--- config.mk ---
export PLATFORM = sky130hd
export DESIGN_NAME = run_monitor
export DESIGN_NICKNAME = d
export VERILOG_FILES = /design/src/rtl/run_monitor.sv
export SDC_FILE = /design/constraint.sdc
export NUM_CORES = 1
export LEC_CHECK = 0
export ABC_AREA = 1
export CORE_MARGIN = 5
export CORE_UTILIZATION = 67
export CTS_CLUSTER_DIAMETER = 50
export DETAILED_ROUTE_END_ITERATION = 8
export DONT_BUFFER_PORTS = 1
export GPL_ROUTABILITY_DRIVEN = 0
export MAX_ROUTING_LAYER = met4
export PLACE_DENSITY = 0.87
export SYNTH_ARGS = -nofsm -noshare
export SYNTH_HDL_FRONTEND = slang
export SYNTH_SLANG_ARGS = --single-unit
--- constraint.sdc ---
create_clock -name clk -period 3.9 [get_ports clk]
set_clock_uncertainty 0.15 [all_clocks]
set_input_delay 0.78 -clock clk [delete_from_list [all_inputs] [get_ports clk]]
set_output_delay 0.78 -clock clk [all_outputs]
set_load 0.02 [all_outputs]
--- src/rtl/run_monitor.sv ---
// Run-length monitor: measures consecutive high samples of Y and queues each
// completed run length into a small show-ahead FIFO for a downstream consumer.
// Optional feature: define RUN_MONITOR_OVF_EN to add a sticky 'ovf' output
// that flags any run length dropped because the FIFO was full.
module run_monitor #(
  parameter int unsigned DEPTH = 4,
  parameter int unsigned LEN_W = 8
) (
  input  logic                     clk,
  input  logic                     rst,
  input  logic                     Y,
  output logic [LEN_W-1:0]         run_len,
  output logic                     run_valid,
  input  logic                     run_ready,
  output logic [$clog2(DEPTH):0]   fifo_cnt,
`ifdef RUN_MONITOR_OVF_EN
  output logic                     ovf,
`endif
  output logic                     busy
);

  localparam int unsigned PtrW = $clog2(DEPTH);
  localparam int unsigned CntW = PtrW + 1;

  typedef enum logic [0:0] {StIdle, StRun} state_e;

  state_e                  state_q, state_d;
  logic [LEN_W-1:0]        len_q, len_d;
  logic [LEN_W-1:0]        mem_q [DEPTH];
  logic [LEN_W-1:0]        mem_d [DEPTH];
  logic [PtrW-1:0]         wr_ptr_q, wr_ptr_d;
  logic [PtrW-1:0]         rd_ptr_q, rd_ptr_d;
  logic [CntW-1:0]         cnt_q, cnt_d;
  logic                    push, pop, full, wr_en;

  // Run detector: count consecutive highs, emit a push when the run ends.
  always_comb begin
    state_d = state_q;
    len_d   = len_q;
    push    = 1'b0;
    unique case (state_q)
      StIdle: begin
        if (Y) begin
          state_d = StRun;
          len_d   = LEN_W'(1);
        end
      end
      StRun: begin
        if (Y) begin
          // Saturate instead of wrapping on very long runs.
          if (len_q != '1) len_d = len_q + 1'b1;
        end else begin
          push    = 1'b1;
          state_d = StIdle;
          len_d   = '0;
        end
      end
      default: state_d = StIdle;
    endcase
  end

  // FIFO bookkeeping; a pop on the same edge frees room for a push when full.
  always_comb begin
    pop      = run_valid && run_ready;
    full     = (cnt_q == CntW'(DEPTH));
    wr_en    = push && (!full || pop);
    mem_d    = mem_q;
    wr_ptr_d = wr_ptr_q;
    rd_ptr_d = rd_ptr_q;
    cnt_d    = cnt_q;
    if (wr_en) begin
      mem_d[wr_ptr_q] = len_q;
      wr_ptr_d        = wr_ptr_q + 1'b1;
    end
    if (pop) rd_ptr_d = rd_ptr_q + 1'b1;
    unique case ({wr_en, pop})
      2'b10:   cnt_d = cnt_q + 1'b1;
      2'b01:   cnt_d = cnt_q - 1'b1;
      default: cnt_d = cnt_q;
    endcase
  end

  // State, counter and FIFO registers.
  always_ff @(posedge clk or posedge rst) begin
    if (rst) begin
      state_q  <= StIdle;
      len_q    <= '0;
      wr_ptr_q <= '0;
      rd_ptr_q <= '0;
      cnt_q    <= '0;
      for (int i = 0; i < DEPTH; i++) mem_q[i] <= '0;
    end else begin
      state_q  <= state_d;
      len_q    <= len_d;
      wr_ptr_q <= wr_ptr_d;
      rd_ptr_q <= rd_ptr_d;
      cnt_q    <= cnt_d;
      mem_q    <= mem_d;
    end
  end

  // Show-ahead outputs; head is forced to zero while empty.
  always_comb begin
    run_valid = (cnt_q != '0);
    run_len   = run_valid ? mem_q[rd_ptr_q] : '0;
    fifo_cnt  = cnt_q;
    busy      = (state_q == StRun);
  end

`ifdef RUN_MONITOR_OVF_EN
  logic ovf_q, ovf_d;

  // Sticky drop flag, cleared only by reset.
  always_comb begin
    ovf_d = ovf_q | (push & ~wr_en);
    ovf   = ovf_q;
  end

  // Drop flag register.
  always_ff @(posedge clk or posedge rst) begin
    if (rst) ovf_q <= 1'b0;
    else     ovf_q <= ovf_d;
  end
`endif

endmodule

# == After elaboration in Yosys (flattened, before gate mapping) ==
# Index checks and enable logic that the tools add are counted.
# op_classes
add_sub_neg,5
multipliers,0
div,0
order_cmp,3
eq_ne,6
n_shift,0
n_mux,15
n_bitwise,3
reduce_logical,8
# op_table
operator,count
$mux 8,7
$bwmux 32,1
$bmux 8 s2,1
$demux 8 s2,1
$pmux 8 s2,1
$add 8x1->8 const B,1
$ne 8x8->1 const B,1
$ge 3x3->1 const B,2
$not 2->3,2
$pmux 3 s2,1
$add 2x1->2 const B,2
$add 3x1->3 const B,1
$eq 3x3->1 const B,1
$logic_and 1x1->1,3
$lt 3x1->1 const B,1
$mux 1,3
$ne 3x2->1 const B,1
$reduce_bool 3->1,1
$sub 3x1->3 const B,1
$eq 2x1->1 const B,1
$eq 2x2->1 const B,1
$ne 2x2->1 const B,1
$reduce_and 2->1,1
$reduce_bool 2->1,1
3 further kinds,3
# word_totals
reg_bits,48
latchBits,0
ramBits,0
mem_bits_ro,0
inputBits,4
out_inout_bits,13
elab_cells,49
memories,0

# == Longest topological paths before layout ==
# logic_depth
word_depth,6
depth_mapped,11
depth_no_buf,10

# == Least setup slack after synthesis ==
# Ideal clock, no wire load.
# synth_timing
kind,input to register
from,in run_ready
to,"reg cnt_q[2], in the netlist fifo_cnt[2]"
setup_ns,0.131
t_arrival_ns,2.141
t_required_ns,3.619
slack_ns,1.478
stages,10
path_buffers,1
cell_sequence,nor2_1 -> nand2_1 -> nand2_4 -> buf_4 -> ha_1 -> inv_1 -> fa_1 -> a21oi_1 -> o21ai_0 -> xor2_1
# synth_via
elab_chain_cells,5
elab_cells_between_ends,7
classes_between,eq/ne (2); mux (1); reduce/logical (4)
# synth_lines
item,line_no,rtl
from (decl),14,"input logic run_ready,"
$logic_and 1x1->1 *,64,pop = run_valid && run_ready;
$logic_or 1x1->1,66,wr_en = push && (!full || pop);
$logic_and 1x1->1,66,
$eq 2x1->1 or $eq 2x2->1 (tied branches),76,"unique case ({wr_en, pop})"
$pmux 3 s2 or $reduce_bool 2->1 (tied branches),-,
to (signal assigned),97,cnt_q <= cnt_d;
to (decl),33,"logic [CntW-1:0] cnt_q, cnt_d;"
# Mark *: on every way between the ends. The rest lies on a longest branch, timed or not.
# A chain may end at the register's enable or synchronous reset.

# == Worst setup path after layout ==
# layout_timing
from,reg rd_ptr_q[0]
to,out run_len[7]
# layout_via
elab_chain_cells,5
# layout_lines
item,line_no,rtl
from (decl),32,"logic [PtrW-1:0] rd_ptr_q, rd_ptr_d;"
from (signal assigned),96,rd_ptr_q <= rd_ptr_d;
$not 2->3 (implied by the code),105,run_len = run_valid ? mem_q[rd_ptr_q] : '0;
$bmux 8 s2,105,
$mux 8 (implied by the code) (2 in a row),105,
$mux 8,105,
to (decl),12,"output logic [LEN_W-1:0] run_len,"
# No other way between the ends. The select of a mux whose other input is x is not followed.

==> impl_metrics.py <==
metrics = {
    "clocking": {
        "path_clk_slew_ns": 0.09,
        "ctsRootBufferMaster": "clkbuf_8",
        "postCtsHoldBufs": 0,
        "clock_path_buffers": 2,
        "worstSkewPairLatency_ns": 0.29,
        "cts_buffers": 5,
        "cts_setup_buffers": 0,
        "cts_tree": "done",
        "ctsResizeCount": 0,
        "cts_htree_levels": 2,
        "cts.sinks": 48,
    },
    "grt": {
        "grt_max_degree": 49,
        "overflow": 0,
        "grt_first_pass_wirelength_um": 7983,
        "antenna_found_initial": 0,
        "grt_usage_pct": 20.42,
        "grt_pass1_vias": 1771,
    },
    "sta": {
        "grt_setup_unrepaired": "false",
        "setup_violations": 0,
        "hold_viol_final": 0,
        "slew-limit-headroom_pct": 37.02,
        "finalCriticalPeriod_ns": 2.915,
        "setup_ws_ns": 0.9853,
        "fin_setup_tns_ns": 0,
        "fmax_mhz": 343.1,
        "worstMarginPinSlew_ns": 0.9434,
        "fin_crit_sh_pct": 74.74,
        "hold_slack_ns": 0.3556,
        "slew_violations": 0,
    },
    "job": {
        "cap_violations": 0,
    },
    "detailed_routing": {
        "post-route-drc-count": 0,
        "dr.pass1.iters": 4,
        "drt_iter0_markers": 175,
        "post_drt_wl_per_cell_um": 13.15,
        "num_vias": 1854,
        "antenna_left": 0,
        "vias_per_cell": 5.358,
        "finalWirelength_um": 4549,
    },
    "setup_path": {
        "r2r_cells": 9,
        "ff2ff_setup_slack_ns": 1.51,
        "start_kind": "flop",
        "critPathCaptureType": "primary output",
        "crit_fanout": 32,
        "worstReg2RegEnd": "fifo_cnt[2]$_DFFE_PP0P_",
        "worstPathArrival_ns": 1.98,
        "required_ns": 2.97,
        "timing.rr.start": "fifo_cnt[0]$_DFFE_PP0P_",
        "criticalPathCategory": "flop to primary output",
        "worstSetupStartpoint": "rd_ptr_q[0]$_DFFE_PP0P_",
    },
    "yosys": {
        "synth.most_common_cell": "nand2_1",
        "ys_warn_count": 0,
        "synth_ff_type": "dfrtp_1",
        "synth_edf_count": 0,
        "avgSynthCellArea_um2": 8.133,
        "synthArstFlopShare_pct": 100.0,
        "synth_area_leaders": "dfrtp_1, nand2_1, o21ai_0, inv_1, a21oi_1",
        "synth_cell_type_count": 27,
        "yosysSeqAreaShare_pct": 48.90,
        "netlist.area_leader.share_pct": 48.90,
        "syn-cell-area_um2": 2456,
        "yosys-top-cells-count": "nand2_1, dfrtp_1, o21ai_0, inv_1, a21oi_1",
        "synth-seq-cells": 48,
        "synthCells": 302,
        "syn_nets": 313,
        "synth_area_leader_cell": "dfrtp_1",
    },
    "placement": {
        "dp_slack_ns": 1.340,
        "dpl.hpwl_um": 3240,
        "io_buffers": 0,
        "place_area_um2": 2445,
    },
    "cells_and_area": {
        "nets": 308,
        "fin_area_um2": 2556,
        "antenna_cells": 0,
        "drive_gt1_share_pct": 7.047,
        "area_growth_pct": 4.075,
    },
    "pwr": {
        "leakage_nw": 1.276,
        "p_total_mw": 1.679,
        "p_per_area_nw_per_um2": 656.7,
        "vdd_drop_max_mv": 0.3912,
    },
    "outcome": {
        "outcome": "completed",
    },
    "die": {
        "coreArea_um2": 3606,
        "rows": 22,
        "pin_count": 17,
        "initial_utilization_pct": 68.11,
        "die_area_um2": 4977,
        "fp.dieH_um": 70.55,
        "die_w_um": 70.55,
    },
    "hold_path": {
        "holdPathStages": 0,
        "hp-class": "primary input to flop",
        "whs_endpoint": "busy$_DFF_PP0_",
        "hold_start": "Y",
    },
}
power breakdown:
group	internal, mW	leakage (nW)	switching [mW]
clock network	0.190	0.0541	0.162
logic	0.173	0.588	0.395
registers	0.617	0.634	0.142
per-stage QoR:
step | utilization [%] | cells
finish | 70.89 | 346
global placement | 67.80 | 338
detailed placement | 67.80 | 338
floorplan | - | 302
global route | 70.89 | 346
CTS | 70.89 | 346
cell usage in the layout, fill, tap and decap left out, drive strengths merged:
| master | n |
|---|---|
| dfrtp | 48 |
| nand3b | 1 |
| xor2 | 3 |
| xnor2 | 1 |
| o21ai | 45 |
| nand3 | 5 |
| nor3 | 1 |
| ha | 6 |
| a21oi | 19 |
| fa | 1 |
| clkinvlp | 1 |
| or2 | 2 |
| bufinv | 1 |
| nor2 | 17 |
| clkinv | 1 |
| clkbuf | 5 |
| nand4 | 1 |
| o21bai | 1 |
| nand2 | 91 |
| o211ai | 8 |
| inv | 40 |
layout make-up:
class	count	area, um^2
Clock inverter	3	42.54
Fill cell	272	1050
Tap cell	48	60.06
Clock buffer	5	68.82
Multi-Input combinational cell	202	1033
Sequential cell	48	1201
Inverter	40	150.1
per-layer routing:
metal,track usage (%),wire length (um),vias to the layer above
li1,-,-,949
met1,26.93,2054,856
met2,33.47,2200,44
met3,2.983,255,5
met4,5.219,38,0
met5,-,0,-
worst max-delay path: stages (launching register included):
cell and delay, ns:
dfrtp_1 0.90, inv_1 0.17, nand2_1 0.10, o211ai_1 0.09, a21oi_1 0.43
worst max path at each step:
stage                                         end  slack, ns  cells after the start
after global placement                 run_len[7]       1.38                      4
final                                  run_len[7]       0.99                      4
after detailed placement  fifo_cnt[2]$_DFFE_PP0P_       1.34                      9
after CTS                              run_len[7]       1.01                      4
after floorplan           fifo_cnt[2]$_DFFE_PP0P_       1.48                     10
after global routing                   run_len[7]       0.82                      4
logic make-up (layout without fill, tap and decap cells):
family / after synthesis / count (layout) / synth area share (%)
AO/OA/AOI/OAI: 73 / 73 / 15.95
buffers and inverters: 52 / 48 / 9.017
flip-flops: 48 / 48 / 48.90
XOR/XNOR: 4 / 4 / 1.427
adder cells (fa/ha/maj): 7 / 7 / 3.872
AND/OR/NAND/NOR: 118 / 118 / 20.84
state kept, by name, indices dropped and copies added, names as in the netlist:
signal	count
len_q	8
fifo_cnt	3
mem_q	32
wr_ptr_q	2
rd_ptr_q	2
busy	1
No activity file was read; power rests on OpenSTA's default activity.
